==> src/rtl/csel_adder_pkg.sv <==
// Shared constants and the per-stage pipeline record for the carry-select adder.
// Build with CSEL_ADDER_OVERFLOW_EN defined to add the registered signed-overflow output.
package csel_adder_pkg;

  localparam int DEFAULT_WIDTH = 16;
  localparam int DEFAULT_BLOCK = 4;

  // Stage record at the default width; the top re-declares it at its own WIDTH.
  typedef struct packed {
    logic                     valid;
    logic                     carry;
    logic [DEFAULT_WIDTH-1:0] psum;
    logic [DEFAULT_WIDTH-1:0] pa;
    logic [DEFAULT_WIDTH-1:0] pb;
  } csel_stage_t;

endpackage

==> src/rtl/csel_block.sv <==
// One carry-select slice: two ripple chains (carry-in 0 and 1) and a late select
// on the real carry-in.
module csel_block #(
  parameter int BLOCK = 4
) (
  input  logic [BLOCK-1:0] a,
  input  logic [BLOCK-1:0] b,
  input  logic             cin,
  output logic [BLOCK-1:0] sum,
  output logic             cout
);

  logic [BLOCK-1:0] s0;
  logic [BLOCK-1:0] s1;
  logic             c0;
  logic             c1;

  always_comb begin
    s0 = '0;
    s1 = '0;
    c0 = 1'b0;
    c1 = 1'b1;
    for (int i = 0; i < BLOCK; i++) begin
      s0[i] = a[i] ^ b[i] ^ c0;
      c0    = (a[i] & b[i]) | (c0 & (a[i] ^ b[i]));
      s1[i] = a[i] ^ b[i] ^ c1;
      c1    = (a[i] & b[i]) | (c1 & (a[i] ^ b[i]));
    end
  end

  assign sum  = cin ? s1 : s0;
  assign cout = cin ? c1 : c0;

endmodule

==> src/rtl/pipelined_csel_adder.sv <==
// WIDTH/BLOCK-stage pipelined carry-select adder with valid/ready handshake on both sides.
// Optional CSEL_ADDER_OVERFLOW_EN adds a registered signed-overflow output 'ovf'.
module pipelined_csel_adder
  import csel_adder_pkg::*;
#(
  parameter int WIDTH = DEFAULT_WIDTH,
  parameter int BLOCK = DEFAULT_BLOCK
) (
  input  logic             clk,
  input  logic             rst_n,
  input  logic             in_valid,
  output logic             in_ready,
  input  logic [WIDTH-1:0] a,
  input  logic [WIDTH-1:0] b,
  input  logic             cin,
  output logic             out_valid,
  input  logic             out_ready,
  output logic [WIDTH-1:0] sum,
  output logic             cout
`ifdef CSEL_ADDER_OVERFLOW_EN
  ,
  output logic             ovf
`endif
);

  localparam int N = WIDTH / BLOCK;

  typedef struct packed {
    logic             valid;
    logic             carry;
    logic [WIDTH-1:0] psum;
    logic [WIDTH-1:0] pa;
    logic [WIDTH-1:0] pb;
  } stage_t;

  stage_t st_q [N];
  logic   adv;

  assign adv      = !st_q[N-1].valid || out_ready;
  assign in_ready = adv;

`ifdef CSEL_ADDER_OVERFLOW_EN
  logic ovf_q;
  assign ovf = ovf_q;
`endif

  for (genvar k = 0; k < N; k++) begin : g_stage
    stage_t           src;
    logic [BLOCK-1:0] blk_sum;
    logic             blk_cout;
    logic [WIDTH-1:0] nxt_psum;

    if (k == 0) begin : g_head
      assign src = '{valid: in_valid, carry: cin, psum: '0, pa: a, pb: b};
    end else begin : g_body
      assign src = st_q[k-1];
    end

    // Pending operands are shifted down each stage, so every slice adds the low BLOCK bits.
    csel_block #(.BLOCK(BLOCK)) u_blk (
      .a   (src.pa[BLOCK-1:0]),
      .b   (src.pb[BLOCK-1:0]),
      .cin (src.carry),
      .sum (blk_sum),
      .cout(blk_cout)
    );

    always_comb begin
      nxt_psum = src.psum;
      nxt_psum[k*BLOCK +: BLOCK] = blk_sum;
    end

    // Data only loads with a real operation, so bubbles leave the last result visible.
    always_ff @(posedge clk or negedge rst_n) begin
      if (!rst_n) begin
        st_q[k] <= '0;
      end else if (adv) begin
        st_q[k].valid <= src.valid;
        if (src.valid) begin
          st_q[k].carry <= blk_cout;
          st_q[k].psum  <= nxt_psum;
          st_q[k].pa    <= src.pa >> BLOCK;
          st_q[k].pb    <= src.pb >> BLOCK;
        end
      end
    end

`ifdef CSEL_ADDER_OVERFLOW_EN
    if (k == N-1) begin : g_ovf
      always_ff @(posedge clk or negedge rst_n) begin
        if (!rst_n) begin
          ovf_q <= 1'b0;
        end else if (adv && src.valid) begin
          ovf_q <= (src.pa[BLOCK-1] == src.pb[BLOCK-1]) && (blk_sum[BLOCK-1] != src.pa[BLOCK-1]);
        end
      end
    end
`endif
  end

  assign out_valid = st_q[N-1].valid;
  assign sum       = st_q[N-1].psum;
  assign cout      = st_q[N-1].carry;

endmodule

==> config.mk <==
export PLATFORM = sky130hd
export DESIGN_NAME = pipelined_csel_adder
export DESIGN_NICKNAME = d
export VERILOG_FILES = /design/src/rtl/csel_adder_pkg.sv /design/src/rtl/csel_block.sv /design/src/rtl/pipelined_csel_adder.sv
export SDC_FILE = /design/constraint.sdc
export NUM_CORES = 1
export LEC_CHECK = 0
export BUFFER_PORTS_ARGS = -buffer_cell sky130_fd_sc_hd__buf_2
export CORE_MARGIN = 3
export CORE_UTILIZATION = 52
export CTS_BUF_LIST = sky130_fd_sc_hd__clkbuf_16
export DETAILED_ROUTE_END_ITERATION = 16
export PLACE_DENSITY = 0.76
export SYNTH_ARGS = -nofsm -noshare
export SYNTH_HDL_FRONTEND = slang
export SYNTH_SLANG_ARGS = --single-unit
==> constraint.sdc <==
create_clock -name clk -period 2.1 [get_ports clk]
set_input_delay 0.21 -clock clk [delete_from_list [all_inputs] [get_ports clk]]
set_output_delay 0.21 -clock clk [all_outputs]
set_load 0.05 [all_outputs]
* Word level (Yosys, flattened, before mapping)
Index checks and enable logic that the tools add are counted.
Widths: inputs -> output; s select.
** Storage, ports and cells
- Register bits :: 96
- Input port bits :: 37
- Logic and storage cells :: 144
** Cells by class
- Mux-type cells :: 8
- Bitwise operators :: 112
- Reductions and logical operators :: 6
** Operator list (number)
- $and 1x1->1 :: 40
- $xor 1x1->1 :: 40
- $or 1x1->1 :: 28
- $mux 4 :: 4
- $reduce_and 2->1 :: 4
- $mux 1 :: 4
- $not 1->1 :: 4
- $logic_not 1->1 :: 1
- $logic_or 1x1->1 :: 1

* Logic depth before layout (Yosys ltp)
Gate-level depths: netlist of the first run.
- Depth after elaboration :: 9
- Gate-level depth with buffers :: 10
- Mapped depth without buffers :: 10

* Hierarchy
Synthesis of the first run repeated with hierarchy kept, for this count alone.
** Unflattened totals
- Cell total of the unflattened synthesis :: 285
- Area total of the unflattened synthesis :: 4600.7 µm²
** By module, submodules not included
- pipelined_csel_adder :: times used 1, cells each 209, area each 4005.1 µm², seq. area each 2402.3 µm²
- csel_block :: times used 4, cells each 19, area each 148.9 µm², seq. area each 0.0 µm²

* Worst setup path after synthesis of the first run
No wires, ideal clock.
- Path type :: register -> register
- From :: register st_q, in the netlist g_stage[3].src[0]
- To :: register st_q, in the netlist sum[15]
- Library setup time :: 0.079 ns
- Arrival :: 1.997 ns
- Slack :: 0.024 ns
- Cell stages (with the launch flop) :: 9
- Path buffers :: 0
- Period minus slack after synthesis :: 2.076 ns
- Cells stage by stage :: dfrtp_1 ha_1 nor2_1 a21oi_1 fa_1 fa_1 inv_1 fa_1 mux2i_1
** Between the ends
- Longest elaborated chain between the ends :: 8
- Elaborated cells between the ends (all ways) :: 14
** Ends and longest elaborated chain
- from (decl) :: RTL line pipelined_csel_adder.sv:36 : stage_t st_q [N];
- $and 1x1->1 or $xor 1x1->1 (tied branches)
- $or 1x1->1 :: RTL line csel_block.sv:27 : c1 = (a[i] & b[i]) | (c1 & (a[i] ^ b[i]));
- $and 1x1->1 :: RTL line csel_block.sv:27
- $or 1x1->1 :: RTL line csel_block.sv:27
- $and 1x1->1 :: RTL line csel_block.sv:27
- $or 1x1->1 :: RTL line csel_block.sv:27
- $xor 1x1->1 :: RTL line csel_block.sv:26 : s1[i] = a[i] ^ b[i] ^ c1;
- $mux 4 (*) :: RTL line csel_block.sv:31 : assign sum = cin ? s1 : s0;
Every way passes the cells marked *; elsewhere a longest branch is shown, timed or not.
A chain may end at the register's enable or synchronous reset.

* Final worst setup path of the first run
- From :: register st_q, in the netlist g_stage[3].src[16]
- To :: register st_q, in the netlist sum[15]
The elaborated chain is that of the path after synthesis.

==> results.yml, run 1 <==
logic_synthesis:
  avgSynthCellArea_um2: 15.4
  synth_compound_area_share_pct: 1.13
  synth-xor-area-share_pct: 0.835
  synthCells: 273
  synth_mux_area_share_pct: 26.0
  synth_simple_gate_area_share_pct: 1.46
  ys_ff_latch: 96
  synth_nets: 330
  ys_types: 20
  ys_warn_count: 0
  synth_fa_ha_area_share_pct: 8.11
  seq_area_frac_synth_pct: 57.2
  synth_top_family_by_area: "multiplexers"
  syn_area_um2: 4200
placed_design:
  placed_area_um2: 4600
  gp_congestion: 0.702
  port-buffer-count: 55
  hpwl_um: 4410
  placed_cells: 425
  post-place-ws_ns: -0.118
clock_network:
  insertion_delay_ns: 0.33
  clk_pin_slew_ns: 0.06
  cts_inserted_buffers: 9
  ctsLongestPathBuffers: 2
  cts_max_level: 3
  cts_tree: "built"
  cts_root_buf: "clkbuf_16"
  cts_sinks: 96
setup_path:
  crit_type: "register to register"
  cp_max_fo: 3
  reg2regPathDepth: 8
  end_kind: "register"
  startpoint_type: "register"
  cp_data_required_time_ns: 2.35
  worstPathArrival_ns: 2.36
route:
  drtIter0Drc: 55
  wl_per_cell_um: 14.4
  first_pass_iters: 4
  vias: 2171
  drc: 0
  wirelength_um: 6400
  viasPerCell: 4.90
  ant_nets: 0
global_route:
  antenna_found_initial: 0
  grt_pass1_wl_um: 10900
  grt_max_degree: 68
  grt_remaining_overflow: 0
  grt_pass1_vias: 2295
  grt.total_usage_pct: 15.9
floorplan:
  num_rows: 32
  die-area_um2: 9190
  start_util_pct: 54.0
  io_pins: 56
  die_width_um: 95.8
  die_y_um: 95.8
  core_area_um2: 7770
timing:
  holdWs_ns: 0.104
  relSlewSlack_pct: 73.3
  post-route-min-period_ns: 2.11
  fin_ws_ns: -0.00954
  finalCritPeriodShare_pct: 100
  setup_viol: 1
  worst_pin_slew_ns: 0.400
  final_hold_viol_count: 0
  clock.fmax_ghz: 0.474
  drv_slew: 0
  rsz0062_at_grt: "yes"
  skew_ns: 0.00677
pwr:
  peakVddDrop_uv: 675
  p_leak_nw: 2.38
  powerDensity_nw_per_um2: 1630
  power_mw: 8.07
cells_and_area:
  final_area_um2: 4940
  drive_gt1_share_pct: 52.2
  stdcell_count: 443
  nNetsFinal: 393
  syn2layout_area_growth_pct: 17.6
  mostFrequentLayoutCell: "dfrtp_1"
  final_cell_mix: "dfrtp_1, mux2_2, buf_2"
  insertedDiodeCount: 0
run:
  cap_violations: 0
worst_hold_path:
  hold_depth: 2
  hp-class: "input pin to register"
status:
  failed_checks: "setup timing"
  outcome: "complete, but fails checks"
worst max-delay path: stages, from the launching register on:
cell,delay (ns)
dfrtp_1,0.39
ha_2,0.19
nor2_2,0.09
a21oi_2,0.05
fa_2,0.35
fa_2,0.35
inv_2,0.07
fa_1,0.42
mux2i_1,0.14
metrics by stage:
stage,util [%],TNS [ns]
finish,63.6,-0.00954
global route,63.6,-0.314
CTS,63.5,-0.0804
detailed placement,59.2,-0.193
global placement,59.2,-0.0247
floorplan,-,0
synth_stat cells, drive strengths merged:
| library cell | count | area, um^2 |
|---|---|---|
| mux2i | 9 | 90.1 |
| o21ai | 4 | 20.0 |
| buf | 9 | 87.6 |
| xor2 | 4 | 35.0 |
| ha | 8 | 100 |
| nand2b | 1 | 13.8 |
| nand2 | 6 | 43.8 |
| a31oi | 2 | 12.5 |
| a21oi | 3 | 15.0 |
| mux2 | 83 | 1000 |
| fa | 12 | 240 |
| inv | 35 | 131 |
| dfrtp | 96 | 2400 |
| nor2 | 1 | 3.75 |
sequential cells by signal, indices dropped and copies added (netlist names):
name              flops
g_stage.nxt_psum     24
sum                  16
cout                  1
g_stage.src          54
out_valid             1
worst paths after layout:
check | startpoint | to | slack (ns)
min in group asynchronous | rst_n | sum[2] | 0.34
min | in_valid | g_stage[1].src[48] | 0.10
max reg2reg | g_stage[3].src[16] | sum[15] | -0.01
max | g_stage[3].src[16] | sum[15] | -0.01
max in group asynchronous | rst_n | g_stage[1].src[21] | 1.06
min reg2reg | g_stage[1].nxt_psum[0] | g_stage[2].nxt_psum[0] | 0.50
timing repair:
| item | 4_1_cts | 5_1_grt |
|---|---|---|
| resized for setup | 13 | 6 |
| setup buffers | 1 | 0 |
| endpoints found under the hold margin | 29 | 0 |
| endpoints found under the setup margin | 3 | 3 |
| hold buffers | 1 | 0 |
| pin swaps | 6 | 4 |
kinds of logic (layout without fill, tap and decap cells):
family,after synthesis,in the layout
flip-flops,96,96
multiplexers,92,92
buffers and inverters,44,112
adder cells (fa/ha/maj),20,20
AO/OA/AOI/OAI,9,9
AND/OR/NAND/NOR,8,8
XOR/XNOR,4,4
final cells by class:
type	instances	area (um^2)
fillers	611	2830
flip-flops and latches	96	2400
multi-input cells	133	1620
repair buffers	61	375
clock buffers	9	225
inverters	35	131
well taps	102	128
clock inverters	7	61.3
power by group:
| part | leakage [nW] | total (mW) | switching, mW | internal, mW |
|---|---|---|---|---|
| sequential | 1.12 | 3.21 | 0.507 | 2.71 |
| combinational | 1.12 | 3.30 | 1.69 | 1.60 |
| clock | 0.136 | 1.56 | 0.647 | 0.910 |
layer usage:
metal	GRT usage, %	part of all wire (%)	up-vias
li1	-	-	1028
met1	20.8	45	1097
met2	25.7	50	38
met3	2.81	2.8	8
met4	7.82	1.6	0
met5	0	0	-
Note: power is estimated with default switching activity, not from simulation.
==> inputs of run 2 (changes only) <==
- CORE_UTILIZATION: 52 -> 61
- PLACE_DENSITY: 0.76 -> 0.84
- clock period: 2.1 -> 2.7 ns (I/O delays scaled with it)
==> run 2 against run 1 <==
Compared with the run above: the flow now finishes without violations; clock-buffer cell count is the same; final cell count shrank 5.9%; clock skew shrank 0.0020 ns; combinational power shrank 25%; total power shrank 23%; largest cell class unchanged; sequential share of layout area grew 1.3 points; die area shrank 14%; first-iteration DRC count grew 35%; flip-flop and latch count is the same; hold slack lost 0.064 ns; critical path type unchanged.
==> results.yml, run 2 (same netlist as run 1, synthesis figures left out) <==
placed_design:
  gp_congestion: 0.696
  placed_cells: 401
  port-buffer-count: 55
  placed_area_um2: 4520
  post-place-ws_ns: 0.520
  hpwl_um: 4520
cells_and_area:
  nNetsFinal: 392
  largest_reg_flops: 54
  stdcell_count: 417
  syn2layout_area_growth_pct: 14.6
  final_area_um2: 4810
  utilization_pct: 74.1
  drive_gt1_share_pct: 47.1
  final_cell_mix: "dfrtp_1, mux2_2, buf_2"
  insertedDiodeCount: 0
  mostFrequentLayoutCell: "dfrtp_1"
clock_network:
  clk_pin_slew_ns: 0.06
  cts_max_level: 3
  cts_inserted_buffers: 9
  cts_hold_buf: 0
  insertion_delay_ns: 0.33
  post_cts_buffers: 0
  ctsLongestPathBuffers: 2
  cts_resized: 0
  cts_sinks: 96
  cts_tree: "built"
  cts_root_buf: "clkbuf_16"
timing:
  fin_ws_ns: 0.433
  relSlewSlack_pct: 45.0
  final_hold_viol_count: 0
  finalCritPeriodShare_pct: 83.9
  rsz0062_at_grt: "no"
  skew_ns: 0.00481
  tns_ns: 0
  post-route-min-period_ns: 2.27
  drv_slew: 0
  worst_pin_slew_ns: 0.825
  holdWs_ns: 0.0397
  setup_viol: 0
  clock.fmax_ghz: 0.441
pwr:
  p_leak_nw: 2.38
  powerDensity_nw_per_um2: 1290
  power_mw: 6.19
  peakVddDrop_uv: 665
setup_path:
  end_kind: "register"
  cp_data_required_time_ns: 2.95
  startpoint_type: "register"
  reg2regPathDepth: 8
  worstPathArrival_ns: 2.51
  cp_max_fo: 3
  crit_type: "register to register"
floorplan:
  num_rows: 29
  die-area_um2: 7910
  start_util_pct: 64.6
  die_width_um: 89.0
  io_pins: 56
  core_area_um2: 6490
  die_y_um: 89.0
global_route:
  grt.total_usage_pct: 18.8
  antenna_found_initial: 0
  grt_pass1_wl_um: 11200
  grt_remaining_overflow: 0
  grt_max_degree: 70
  grt_pass1_vias: 2414
route:
  viasPerCell: 5.37
  wl_per_cell_um: 15.9
  drc: 0
  ant_nets: 0
  drtIter0Drc: 74
  vias: 2238
  first_pass_iters: 4
  wirelength_um: 6640
run:
  cap_violations: 0
status:
  outcome: "completed"
worst_hold_path:
  hp-class: "input pin to async pin"
run 2: cell types whose count changed in the layout (fill, tap and decap cells not counted), moves of 2 or more:
cell and change:
inv_1 +7, ha_2 -4, mux2i_1 +2, buf_4 +4, clkinv_1 -3, fa_1 +6, mux2i_2 -2, inv_2 -5
ha_1 +4, buf_12 -4, fa_2 -6
run 2: where the power goes:
group          internal (mW)  leakage (nW)  total [mW]  switching, mW
Combinational           1.17          1.11        2.48           1.31
Clock                  0.709         0.142        1.21          0.499
Sequential              2.11          1.12        2.51          0.399
Total                   3.98          2.38        6.19           2.21
run 2: final timing paths:
path                                        startpoint            endpoint  slack, ns
worst max-delay path                 g_stage[3].src[0]             sum[15]       0.43
worst min-delay path                             rst_n             sum[13]       0.04
worst max register to register       g_stage[3].src[0]             sum[15]       0.43
worst min register to register  g_stage[3].nxt_psum[3]              sum[3]       0.50
max in group asynchronous                        rst_n  g_stage[1].src[16]       1.94
min in group clk                                 b[11]   g_stage[1].src[7]       0.17
run 2: cell type report:
class,instances,area (um^2)
multi-input combinational,133,1580
fill,404,1680
tap,77,96.3
clock buffer,9,225
clock inverter,7,65.1
timing repair buffer,60,315
sequential,96,2400
inverter,35,131
run 2: per-layer routing:
layer	global-route usage (%)	routed length, um	part of all wire [%]	vias to the layer above
met2	32.3	3440	52	41
met3	3.69	239	3.6	9
met1	24.1	2870	43	1163
met5	0	0	0	-
li1	-	-	-	1025
met4	6.50	85	1.3	0
run 2: critical path, cell delays in order (launching register included):
cell	delay [ns]
dfrtp_1	0.39
ha_1	0.20
nor2_1	0.11
a21oi_1	0.06
fa_1	0.38
fa_1	0.36
inv_1	0.09
fa_1	0.43
mux2i_1	0.15
==> inputs of run 3 (changes only) <==
- ABC_AREA: default -> 1
- CORE_UTILIZATION: 61 -> 57
- PLACE_DENSITY: 0.84 -> 0.79
- clock period: 2.7 -> 2.3 ns (I/O delays scaled with it)
==> run 3 against run 2 <==
Compared with the run above: clock-buffer cell count stayed put; synthesized cell count is 79% higher; critical path type unchanged; area after synthesis is 4.5% higher; sequential share of layout area is 1.8 points lower; die area is 11% higher; final cell count is 54% higher; clock skew is 0.0023 ns higher; hold slack worse by 0.026 ns; combinational power is 2% lower; register-to-register slack worse by 0.33 ns; core utilization is 6.3 points lower; wire length is 25% higher.
==> results.yml, run 3 <==
route:
  first_pass_iters: 5
  drtIter0Drc: 127
  wl_per_cell_um: 13.0
  wirelength_um: 8310
  drc: 0
  vias: 3243
  ant_nets: 0
  viasPerCell: 5.06
logic_synthesis:
  synth.top_cell.area_share_pct: 54.8
  ys_top_cells_by_count: "nand2_1, dfrtp_1, nand3_1, inv_1, fa_1"
  avgSynthCellArea_um2: 8.97
  synthCells: 489
  synth_edf_count: 0
  post-synth-top-count-cell: "nand2_1"
  ys_ff_latch: 96
  ys_types: 14
  synth_ff_type: "dfrtp_1"
  ys_warn_count: 0
  synth_area_leaders: "dfrtp_1, nand2_1, nand3_1"
  synth_top_cell_by_area: "dfrtp_1"
  synth_nets: 546
  async_flop_share_pct: 100
  seq_area_frac_synth_pct: 54.8
  syn_area_um2: 4390
global_route:
  grt.total_usage_pct: 20.9
  grt_remaining_overflow: 0
  globalRoute.busiestLayer: "met2"
  grt_pass1_vias: 3187
  grt_pass1_wl_um: 14500
  grtUsageMet1_pct: 28.4
  gr-usage-met2_pct: 33.4
  grtUsageMet3_pct: 4.89
  grt_max_degree: 72
  antenna_found_initial: 0
setup_path:
  r2r_slack_ns: 0.1
  r2r-end: "g_stage[2].nxt_psum[7]"
  slowest_delay_ns: 0.40
  cpMaxStageDelayCell: "dfrtp_1"
  reg2regPathDepth: 9
  worstPathArrival_ns: 2.47
  r2r-start: "g_stage[1].src[0]"
  startpoint_type: "register"
  end_kind: "register"
  path_cells: "ha_1, nand2_1, o21ai_1, fa_2, fa_1, inv_1, fa_1, nand3b_1, nand2_1"
  cp_max_fo: 3
  crit_type: "register to register"
  critPathBufInv: 1
  crit_family: "adder cells"
  cp_data_required_time_ns: 2.57
cells_and_area:
  mostFrequentLayoutCell: "nand2_1"
  nNetsFinal: 595
  syn2layout_area_growth_pct: 13.9
  insertedDiodeCount: 0
  final_cell_mix: "nand2_1, dfrtp_1, nand3_1"
  stdcell_count: 641
  utilization_pct: 67.8
  drive_gt1_share_pct: 16.8
  final_area_um2: 4990
  largest_reg_flops: 54
timing:
  worst_pin_slew_ns: 0.867
  skew_ns: 0.00714
  drv_slew: 0
  fin_ws_ns: 0.100
  post-route-min-period_ns: 2.20
  setup_viol: 0
  tns_ns: 0
  clock.fmax_ghz: 0.455
  relSlewSlack_pct: 42.2
  finalCritPeriodShare_pct: 95.7
  final_hold_viol_count: 0
run:
  cap_violations: 0
clock_network:
  cts_root_buf: "clkbuf_16"
  cts_inserted_buffers: 9
  cts_tree: "built"
  insertion_delay_ns: 0.34
  cts_max_level: 3
  ctsLongestPathBuffers: 2
  clk_pin_slew_ns: 0.06
  cts_sinks: 96
floorplan:
  num_rows: 31
  die_width_um: 93.7
  io_pins: 56
  die-area_um2: 8780
  start_util_pct: 59.5
  core_area_um2: 7370
  die_y_um: 93.7
placed_design:
  gp_congestion: 0.802
  port-buffer-count: 55
  post-place-ws_ns: 0.0179
  hpwl_um: 5670
  placed_cells: 624
  placed_area_um2: 4670
pwr:
  seq_power_share_pct: 42.2
  peakVddDrop_uv: 585
  p_int_mw: 3.97
  p_leak_nw: 2.78
  p_comb_share_pct: 36.3
  powerDensity_nw_per_um2: 1340
  p_switching_mw: 2.71
  power.share.clock_pct: 21.5
  swShare_pct: 40.6
status:
  outcome: "completed"
worst_hold_path:
  hp-class: "input pin to async pin"
run 3: cell count changes after synthesis, sizes merged, moves of 2 or more:
| cell | previous run | this run |
|---|---|---|
| buf | 9 | 28 |
| mux2 | 83 | 0 |
| mux2i | 9 | 0 |
| xor2 | 4 | 0 |
| nand2 | 6 | 210 |
| nand3b | 0 | 9 |
| nand3 | 0 | 79 |
| o21ai | 4 | 7 |
| a31oi | 2 | 0 |
run 3: cell families (layout without fill, tap and decap cells):
kind of cell	count (synthesis)	after routing	share of synthesized area, %
AOI/OAI and AO/OA	11	11	1.25
adders and majority gates	20	20	7.76
buffers and inverters	64	117	7.53
DFF	96	96	54.8
and+or+nand+nor	298	298	28.7
run 3: layout make-up:
class / count / area (um^2)
clock buffer: 9 / 225
sequential: 96 / 2400
tap: 99 / 124
inverter: 36 / 135
fill: 602 / 2370
multi-input combinational: 329 / 1670
timing repair buffer: 66 / 373
clock inverter: 6 / 62.6
run 3: power by group through the flow:
| stage | Combinational, mW | Clock, mW | Sequential (mW) |
|---|---|---|---|
| after global placement | 2.30 | 0 | 2.80 |
| after detailed placement | 2.39 | 0 | 2.84 |
| after global routing | 2.79 | 1.54 | 2.90 |
| final | 2.42 | 1.44 | 2.83 |
| after floorplan | 1.54 | 0 | 3.17 |
| after CTS | 2.42 | 1.46 | 2.82 |
run 3: timing repair:
item,4_1_cts,5_1_grt
setup endpoints to repair,1,3
hold buffers,0,0
setup buffers,0,2
pin swaps,0,2
gates resized for setup,1,10
run 3: metrics by stage:
stage / total power [mW] / hold slack, ns
3_3_place_gp: 5.10 / 0.392
3_5_place_dp: 5.23 / 0.405
2_1_floorplan: 4.70 / -0.0656
5_1_grt: 7.24 / 0.0838
6_report: 6.69 / 0.0140
4_1_cts: 6.70 / 0.0536
run 3: worst max-delay path by stage:
stage / startpoint / endpoint / slack [ns] / cells past startpoint
6_report: g_stage[1].src[0] / g_stage[2].nxt_psum[7] / 0.1 / 9
5_1_grt: g_stage[3].src[0] / sum[15] / -0.03 / 9
4_1_cts: g_stage[2].src[0] / g_stage[3].nxt_psum[11] / 0.007 / 9
3_5_place_dp: g_stage[3].src[0] / sum[15] / 0.02 / 9
3_3_place_gp: g_stage[3].src[0] / sum[15] / 0.09 / 9
2_1_floorplan: g_stage[2].src[0] / g_stage[3].nxt_psum[11] / 0.14 / 9
run 3: metal layers:
layer,routed length [um],vias to the layer above
met5,0,-
met4,117,0
met3,451,11
met2,3830,90
met1,3910,1517
li1,-,1625
